### src/rtl/cpu_package.sv
// Shared CPU definitions: word width, memory geometry and the memory-responder FSM states.
package cpu_package;

    localparam int unsigned WORD_WIDTH = 8;
    localparam int unsigned MEM_DEPTH  = 20;
    localparam int unsigned MEM_AW     = 5;

    typedef enum logic [1:0] {
        MsIdle = 2'd0,
        MsWait = 2'd1,
        MsResp = 2'd2
    } Type_mem_state;

endpackage

### src/rtl/mem_responder.sv
// Single-outstanding memory responder for the CPU fetch/load/store port:
// valid/ready request, fixed LAT wait cycles, valid/ready response.
module mem_responder
    import cpu_package::*;
#(
    parameter int unsigned DEPTH = MEM_DEPTH,
    parameter int unsigned LAT   = 2,
    parameter int unsigned AW    = MEM_AW
) (
    input  logic                  clk,
    input  logic                  reset,
    input  logic                  req_valid,
    output logic                  req_ready,
    input  logic                  req_we,
    input  logic [AW-1:0]         req_addr,
    input  logic [WORD_WIDTH-1:0] req_wdata,
    output logic                  rsp_valid,
    input  logic                  rsp_ready,
    output logic [WORD_WIDTH-1:0] rsp_rdata,
    output logic                  rsp_err
);

    localparam logic [2:0] LAT_LOAD = 3'((LAT == 0) ? 0 : LAT - 1);

    Type_mem_state         r_state;
    Type_mem_state         w_state_nxt;
    logic [2:0]            r_cnt;
    logic [2:0]            w_cnt_nxt;

    logic                  r_we;
    logic                  r_err;
    logic [AW-1:0]         r_addr;
    logic [WORD_WIDTH-1:0] r_mem [DEPTH];
    logic [WORD_WIDTH-1:0] r_rdata;
    logic                  r_rsp_err;

    logic                  w_accept;
    logic                  w_req_err;
    logic                  w_enter_resp;
    logic                  w_sel_we;
    logic                  w_sel_err;
    logic [AW-1:0]         w_sel_addr;

    assign req_ready = (r_state == MsIdle) && !reset;
    assign rsp_valid = (r_state == MsResp);
    assign rsp_rdata = r_rdata;
    assign rsp_err   = r_rsp_err;

    assign w_accept  = req_valid && req_ready;
    assign w_req_err = (32'(req_addr) >= DEPTH);

    // Next-state and latency counter
    always_comb begin
        w_state_nxt = r_state;
        w_cnt_nxt   = r_cnt;
        case (r_state)
            MsIdle: begin
                if (w_accept) begin
                    if (LAT == 0) begin
                        w_state_nxt = MsResp;
                    end else begin
                        w_state_nxt = MsWait;
                        w_cnt_nxt   = LAT_LOAD;
                    end
                end
            end
            MsWait: begin
                if (r_cnt == 3'd0) begin
                    w_state_nxt = MsResp;
                end else begin
                    w_cnt_nxt = r_cnt - 3'd1;
                end
            end
            MsResp: begin
                if (rsp_ready) begin
                    w_state_nxt = MsIdle;
                end
            end
            default: begin
                w_state_nxt = MsIdle;
                w_cnt_nxt   = 3'd0;
            end
        endcase
    end

    // With LAT == 0 the response is loaded on the accepting edge, before the
    // request registers hold the new address, so take it from the inputs.
    always_comb begin
        w_enter_resp = (w_state_nxt == MsResp) && (r_state != MsResp);
        w_sel_we     = (r_state == MsIdle) ? req_we    : r_we;
        w_sel_err    = (r_state == MsIdle) ? w_req_err : r_err;
        w_sel_addr   = (r_state == MsIdle) ? req_addr  : r_addr;
    end

    always_ff @(posedge clk) begin
        if (reset) begin
            r_state <= MsIdle;
            r_cnt   <= 3'd0;
        end else begin
            r_state <= w_state_nxt;
            r_cnt   <= w_cnt_nxt;
        end
    end

    // Request capture, array write and response data
    always_ff @(posedge clk) begin
        if (reset) begin
            r_we      <= 1'b0;
            r_err     <= 1'b0;
            r_addr    <= '0;
            r_rdata   <= '0;
            r_rsp_err <= 1'b0;
            for (int unsigned i = 0; i < DEPTH; i++) begin
                r_mem[i] <= WORD_WIDTH'(i);
            end
        end else begin
            if (w_accept) begin
                r_we   <= req_we;
                r_err  <= w_req_err;
                r_addr <= req_addr;
                if (req_we && !w_req_err) begin
                    r_mem[req_addr] <= req_wdata;
                end
            end
            if (w_enter_resp) begin
                r_rdata   <= (w_sel_we || w_sel_err) ? '0 : r_mem[w_sel_addr];
                r_rsp_err <= w_sel_err;
            end
        end
    end

endmodule

### config.mk
export PLATFORM = sky130hd
export DESIGN_NAME = mem_responder
export DESIGN_NICKNAME = d
export VERILOG_FILES = /design/src/rtl/cpu_package.sv /design/src/rtl/mem_responder.sv
export SDC_FILE = /design/constraint.sdc
export NUM_CORES = 1
export LEC_CHECK = 0
export ABC_AREA = 1
export BUFFER_PORTS_ARGS = -buffer_cell sky130_fd_sc_hd__buf_2
export CAP_MARGIN = 30
export CORE_ASPECT_RATIO = 1.4
export CORE_MARGIN = 2
export CORE_UTILIZATION = 60
export CTS_CLUSTER_SIZE = 8
export DETAILED_ROUTE_END_ITERATION = 10
export GPL_TIMING_DRIVEN = 1
export HOLD_SLACK_MARGIN = 0.05
export PLACE_DENSITY = 0.76
export SYNTH_ARGS = -nofsm -noshare
export SYNTH_HDL_FRONTEND = slang
export SYNTH_SLANG_ARGS = --single-unit
### constraint.sdc
create_clock -name clk -period 2.7 [get_ports clk]
set_input_delay 0.675 -clock clk [delete_from_list [all_inputs] [get_ports clk]]
set_output_delay 0.675 -clock clk [all_outputs]
set_load 0.01 [all_outputs]
== Word level (Yosys, flattened, before mapping) ==
Memories as Yosys holds them, arrays and structs flattened.
Cells that the tools add are included.
Storage, ports and cells
  output and inout bits: 11
  input port bits: 18
  bits in writable memories: 160
  memories kept: 1
  logic and storage cells: 48
  register bits after elaboration: 21
Operators by class
  $lt $le $gt $ge: 1
  bitwise logic cells: 1
  equal/unequal tests: 6
  reduce and logical (&&, ||, !) cells: 11
  $add $sub $neg: 1
  multiplexer cells: 20
Memory list
  r_mem: depth 20, bits a word 8, rd ports 1, clocked after Yosys merged registers in 0, write ports 20, line mem_responder.sv:33  | logic [WORD_WIDTH-1:0] r_mem [DEPTH];
Operators by type and width (number)
  2-to-1 mux 8 bit: 2
  2-to-1 mux 5 bit: 2
  2-to-1 mux 1 bit: 9
  case mux 3 bit (3 select lines): 1
  OR reduction 8 bit: 1
  2-to-1 mux 2 bit: 3
  2-to-1 mux 3 bit: 2
  inequality test 2 bit, second input constant: 3
  case mux 2 bit (3 select lines): 1
  >= comparator 5 bit, second input constant: 1
  == test 2 bit, second input constant: 2
  logical AND 1 bit: 4
  logical NOT 3 bit: 1
  AND reduction 3 bit: 1
  subtractor 3 x 1 -> 3 bit, second input constant: 1
  == test 2 x 1 -> 1 bit, second input constant: 1
  logical NOT 1 bit: 2
  logical NOT 2 bit: 1
  logical OR 1 bit: 1
  NOT 1 bit: 1

== Depth between registers and ports, before layout ==
Gate-level depths: netlist (run 1).
  word-level depth: 9
  mapped depth: 14
  mapped depth without buffers: 12

== Worst setup path before layout (run 1) ==
Ideal clock, no wire load.
  kind: input to register
  start point: in reset
  end point: mem r_mem[14][0] (enable)
  slack: 0.518 ns
  stages: 9
  arrival: 1.853 ns
  path buffers: 0
  required time: 2.371 ns
  cell sequence: nor2_4 > nand2_2 > nor2_2 > inv_1 > nor2_2 > inv_2 > nor3_2 > inv_1 > nand2_1
RTL lines
  start: declaration: line mem_responder.sv:11  | input logic reset,
  end: declaration: line mem_responder.sv:33

==> impl_metrics.env, run 1 <==
export IMPL_antenna_found_initial=0
export IMPL_ctsLongestPathBuffers=3
export IMPL_fin_setup_tns_ns=0
export IMPL_fin_hold_ws_ns=0.392
export IMPL_worst_pin_slew_ns=0.576
export IMPL_skew_ns=0.0116
export IMPL_synthesis_instances=1242
export IMPL_drv_slew=0
export IMPL_grt_use_met2_pct=50.4
export IMPL_cts_setup_buffers=0
export IMPL_cpMostUsedCell="inv_1"
export IMPL_ant_nets=0
export IMPL_end_kind="flip-flop"
export IMPL_gp_congestion=0.959
export IMPL_post_cts_resized=0
export IMPL_path_class="reg2reg"
export IMPL_fp_dieH_um=174
export IMPL_min_period_ns=2.42
export IMPL_final_common_cell="nand2_1"
export IMPL_area_growth_pct=15.7
export IMPL_cts_buffers=40
export IMPL_worst_ep_arrival_time_ns=2.59
export IMPL_syn_cell_area_sq_um=12400
export IMPL_clk_latency_ns=0.51
export IMPL_power_switching_w=0.00270
export IMPL_rsz0062_at_grt="no"
export IMPL_fillers=1479
export IMPL_setup_viol=0
export IMPL_drive_gt1_share_pct=9.73
export IMPL_groute_usage_overall_pct=29.0
export IMPL_holdCritPathClass="in2reg"
export IMPL_hpwl_um=19900
export IMPL_grt_busiest_layer="met2"
export IMPL_synth_seq_area_share_pct=65.4
export IMPL_first_iter_violations=1142
export IMPL_grt_overflow=0
export IMPL_vias=9396
export IMPL_synth_top_area_share_pct=62.0
export IMPL_pin_count=29
export IMPL_wl_um=31300
export IMPL_grt_pass1_wl_um=48600
export IMPL_synthDistinctLibCells=29
export IMPL_combPwrFrac_pct=12.6
export IMPL_clock_sinks=277
export IMPL_utilization_pct=70.3
export IMPL_total_power_w=0.0107
export IMPL_drtPass1Iterations=6
export IMPL_layout_common_cells="nand2_1, nand3_1, edfxtp_1"
export IMPL_critPathMaxFanout=9
export IMPL_die_x_um=125
export IMPL_coreArea_sq_um=20400
export IMPL_reg2reg_slack_ns=0.28
export IMPL_dpl_worst_slack_ns=0.138
export IMPL_met1_usage_pct=34.3
export IMPL_peakVddDrop_uv=585
export IMPL_relSlewSlack_pct=61.5
export IMPL_max_cap_viol_count=0
export IMPL_cts_tree="built"
export IMPL_worst_setup_path_start_kind="flip-flop"
export IMPL_critPathSlowestCell="dfxtp_1"
export IMPL_switching_share_pct=25.1
export IMPL_status="completed"
export IMPL_root_buffer="clkbuf_16"
export IMPL_layout_setup_ws_ns=0.284
export IMPL_synth_avg_cell_area_sq_um=9.98
export IMPL_fin_nets=1392
export IMPL_via_per_inst=5.72
export IMPL_htreeDepth=2
export IMPL_grt_max_degree=62
export IMPL_yosys_area_top_type="edfxtp_1"
export IMPL_port_buffer_count=28
export IMPL_hold_violations=0
export IMPL_synth_area_top_cells="edfxtp_1, nand3_1, nand2_1, nor2_1, dfxtp_1"
export IMPL_initial_core_util_pct=60.8
export IMPL_diodes=0
export IMPL_grt_pass1_vias=9297
export IMPL_dieArea_sq_um=21800
export IMPL_clock_fmax_mhz=414
export IMPL_wl_per_cell_um=19.1
export IMPL_synth_seq_cells=277
export IMPL_intPower_w=0.00804
export IMPL_drc_errors=0
export IMPL_grtUsageMet3_pct=4.89
export IMPL_pwr_share_clk_pct=41.1
export IMPL_critPathRequiredTime_ns=2.87
export IMPL_path_clk_slew_ns=0.05
export IMPL_ctsHoldBuffers=0
export IMPL_crit_chain="inv_1, nand2_4, nor2_4, nand2_2, nor2_2, inv_1, nor2_2, inv_2, nor3_2, inv_1, nand2_1"
export IMPL_fp_row_count=62
export IMPL_fin_crit_sh_pct=89.5
export IMPL_p_per_area_nw_per_um2=748
export IMPL_slowest_delay_ns=0.36
export IMPL_ys_warn_count=0
export IMPL_power_frac_seq_pct=46.3
export IMPL_p_leak_nw=5.70
==> Yosys cell counts <==
| cell | count |
|---|---|
| o21ai_1 | 1 |
| nor3_1 | 3 |
| nor3_4 | 1 |
| a211oi_1 | 2 |
| nand2_4 | 2 |
| nand2_2 | 4 |
| o21ai_0 | 11 |
| nand3_1 | 290 |
| a221oi_1 | 1 |
| buf_2 | 26 |
| nor2_1 | 142 |
| ha_1 | 2 |
| inv_2 | 6 |
| clkinv_1 | 2 |
| buf_1 | 6 |
| inv_1 | 80 |
| buf_6 | 6 |
| buf_4 | 7 |
| nor2_4 | 2 |
| nor3_2 | 8 |
| conb_1 | 1 |
| a21oi_1 | 14 |
| nand2_1 | 314 |
| dfxtp_1 | 21 |
| edfxtp_1 | 256 |
| nor2_2 | 2 |
| o21ai_2 | 4 |
| nand4_1 | 2 |
| clkbuf_1 | 26 |
==> critical path: cells and delay by family (launching register included) <==
family / cells / cell delay, ns
buf+inv: 4 / 0.56
flops: 1 / 0.36
simple gates: 7 / 1.15
==> stage by stage <==
stage          instances  area (sq um)
2_1_floorplan       1337         12800
3_3_place_gp        1586         13300
3_5_place_dp        1586         13300
4_1_cts             1643         14300
5_1_grt             1643         14300
6_report            1643         14300
==> cell type report <==
| class | count | area [sq um] | share of cell area [%] |
|---|---|---|---|
| Clock buffer | 56 | 1080 | 7.54 |
| Clock inverter | 1 | 5.00 | 0.0349 |
| Inverter | 88 | 330 | 2.30 |
| Multi-Input combinational cell | 901 | 3960 | 27.6 |
| Sequential cell | 277 | 8110 | 56.5 |
| Tap cell | 256 | 320 | 2.23 |
| Timing Repair Buffer | 64 | 536 | 3.73 |
==> worst paths after layout <==
kind	start	to	cells past startpoint
max	r_state[1]	r_mem[14][7]	11
min	req_valid	r_err	2
max reg2reg	r_state[1]	r_mem[14][7]	11
min reg2reg	r_we	r_we	2
==> power by group through the flow <==
stage | logic, W | clock network, W | registers [W]
after floorplan | 0.000878 | 0 | 0.00503
after global placement | 0.00130 | 0 | 0.00504
after detailed placement | 0.00133 | 0 | 0.00505
after CTS | 0.00134 | 0.00443 | 0.00497
after global routing | 0.00149 | 0.00463 | 0.00498
final | 0.00136 | 0.00441 | 0.00497
==> logic make-up (layout without fill, tap and decap cells) <==
logic type,count (synthesis),after routing,share of synthesized area [%]
and+or+nand+nor,770,770,27.2
adders and majority gates,2,2,0.202
other,1,96,0.0303
DFF,277,277,65.4
AOI/OAI and AO/OA,33,33,1.52
buffers and inverters,159,209,5.65
==> metal layers <==
| layer | vias up | part of all wire, % |
|---|---|---|
| met1 | 4424 | 35 |
| met3 | 115 | 8.4 |
| met4 | 0 | 5.2 |
| met2 | 485 | 51 |
| met5 | - | 0 |
| li1 | 4372 | - |
==> state kept, by name, indices dropped and copies added (netlist names) <==
register / count
r_mem: 256
rsp_rdata: 8
r_addr: 5
r_cnt: 3
r_state: 2
r_err: 1
r_we: 1
rsp_err: 1
Note: power is estimated with default switching activity, not from simulation.
==> inputs of run 2 (changes only) <==
- PLACE_DENSITY: 0.76 -> unset
- PLACE_DENSITY_LB_ADDON: unset -> 0.15
==> run 2 against run 1 <==
Combinational power barely moved. Final area grew 0.30%. Register-to-register slack got worse by 0.08 ns. Core utilization grew 0.21 points. Cell count up 0.43%. Clock skew grew 0.0090 ns. Critical path depth stayed put.
==> impl_metrics.env, run 2 (synthesized netlist as in run 1, its figures left out) <==
export IMPL_status="completed"
export IMPL_peakVddDrop_uv=445
export IMPL_path_clk_slew_ns=0.05
export IMPL_worst_setup_path_start_kind="flip-flop"
export IMPL_min_period_ns=2.49
export IMPL_pin_count=29
export IMPL_final_common_cell="nand2_1"
export IMPL_post_cts_resized=0
export IMPL_p_per_area_nw_per_um2=748
export IMPL_clk_latency_ns=0.52
export IMPL_drc_errors=0
export IMPL_first_iter_violations=1015
export IMPL_fp_row_count=62
export IMPL_max_cap_viol_count=0
export IMPL_total_power_w=0.0108
export IMPL_wl_per_cell_um=19.2
export IMPL_grt_max_degree=75
export IMPL_ctsLongestPathBuffers=3
export IMPL_largest_reg_flops=256
export IMPL_switching_share_pct=25.2
export IMPL_fin_nets=1397
export IMPL_intPower_w=0.00805
export IMPL_ant_nets=0
export IMPL_die_x_um=125
export IMPL_grt_pass1_wl_um=48700
export IMPL_port_buffer_count=28
export IMPL_critPathMaxFanout=9
export IMPL_layout_common_cells="nand2_1, nand3_1, edfxtp_1"
export IMPL_dieArea_sq_um=21800
export IMPL_fp_dieH_um=174
export IMPL_power_switching_w=0.00272
export IMPL_critPathRequiredTime_ns=2.89
export IMPL_worst_pin_slew_ns=0.733
export IMPL_hpwl_um=19700
export IMPL_largest_register="r_mem"
export IMPL_drv_slew=0
export IMPL_power_frac_seq_pct=46.2
export IMPL_hold_violations=0
export IMPL_end_kind="flip-flop"
export IMPL_skew_ns=0.0207
export IMPL_initial_core_util_pct=60.8
export IMPL_p_leak_nw=5.73
export IMPL_via_per_inst=5.70
export IMPL_clock_sinks=277
export IMPL_fin_hold_ws_ns=0.380
export IMPL_setup_viol=0
export IMPL_groute_usage_overall_pct=29.1
export IMPL_root_buffer="clkbuf_16"
export IMPL_cts_setup_buffers=0
export IMPL_path_class="reg2reg"
export IMPL_fillers=1562
export IMPL_area_growth_pct=16.1
export IMPL_clock_fmax_mhz=401
export IMPL_vias=9398
export IMPL_holdCritPathClass="in2reg"
export IMPL_wl_um=31600
export IMPL_worst_ep_arrival_time_ns=2.68
export IMPL_grt_overflow=0
export IMPL_htreeDepth=2
export IMPL_diodes=0
export IMPL_cts_tree="built"
export IMPL_relSlewSlack_pct=50.9
export IMPL_cts_buffers=40
export IMPL_fin_setup_tns_ns=0
export IMPL_gp_congestion=0.869
export IMPL_drive_gt1_share_pct=10.2
export IMPL_rsz0062_at_grt="no"
export IMPL_drtPass1Iterations=8
export IMPL_fin_crit_sh_pct=92.3
export IMPL_combPwrFrac_pct=12.5
export IMPL_pwr_share_clk_pct=41.3
export IMPL_antenna_found_initial=0
export IMPL_coreArea_sq_um=20400
export IMPL_grt_pass1_vias=9255
export IMPL_ctsHoldBuffers=0
[run 2: worst max-delay path, stage by stage (launching register included)]
cell	delay [ns]
dfxtp_1	0.35
inv_1	0.14
nand2_4	0.12
nor2_4	0.11
nand2_2	0.06
nor2_2	0.13
inv_1	0.09
nor2_2	0.24
nand2_1	0.25
nor2_1	0.26
inv_1	0.15
nand2_1	0.26
[run 2: power by group through the flow]
| stage | logic [W] | clock network (W) | registers [W] |
|---|---|---|---|
| 6_report | 0.00135 | 0.00445 | 0.00497 |
| 5_1_grt | 0.00147 | 0.00467 | 0.00498 |
| 4_1_cts | 0.00133 | 0.00448 | 0.00497 |
| 3_5_place_dp | 0.00132 | 0 | 0.00505 |
| 3_3_place_gp | 0.00130 | 0 | 0.00504 |
| 2_1_floorplan | 0.000878 | 0 | 0.00503 |
[run 2: worst paths after layout]
| path | depth (start not counted) | end | slack (ns) | startpoint |
|---|---|---|---|---|
| max | 11 | r_mem[13][3] | 0.21 | r_state[1] |
| min | 2 | r_err | 0.38 | req_valid |
| max reg2reg | 11 | r_mem[13][3] | 0.21 | r_state[1] |
| min reg2reg | 2 | rsp_rdata[0] | 0.48 | rsp_rdata[0] |
[run 2: cell type report]
type                            count  area [sq um]  share of cell area [%]
Clock inverter                      3          22.5                   0.157
Inverter                           88           330                    2.30
Timing Repair Buffer               69           561                    3.90
Sequential cell                   277          8110                    56.4
Multi-Input combinational cell    901          3960                    27.6
Clock buffer                       56          1080                    7.52
Tap cell                          256           320                    2.23
[run 2: layer usage]
| layer | vias to the layer above | GRT usage [%] | part of all wire [%] |
|---|---|---|---|
| li1 | 4378 | - | - |
| met4 | 0 | 12.9 | 3.8 |
| met3 | 103 | 4.80 | 8.3 |
| met5 | - | 0 | 0 |
| met2 | 489 | 51.4 | 52 |
| met1 | 4428 | 34.9 | 36 |
[run 2: per-stage QoR]
step,cell area (sq um),std cells,utilization (%),setup slack [ns]
detailed placement,13300,1591,65.1,0.0894
floorplan,12800,1337,-,0.518
finish,14400,1650,70.5,0.208
global placement,13300,1591,65.1,0.133
global route,14400,1650,70.5,0.0668
CTS,14400,1650,70.5,0.265
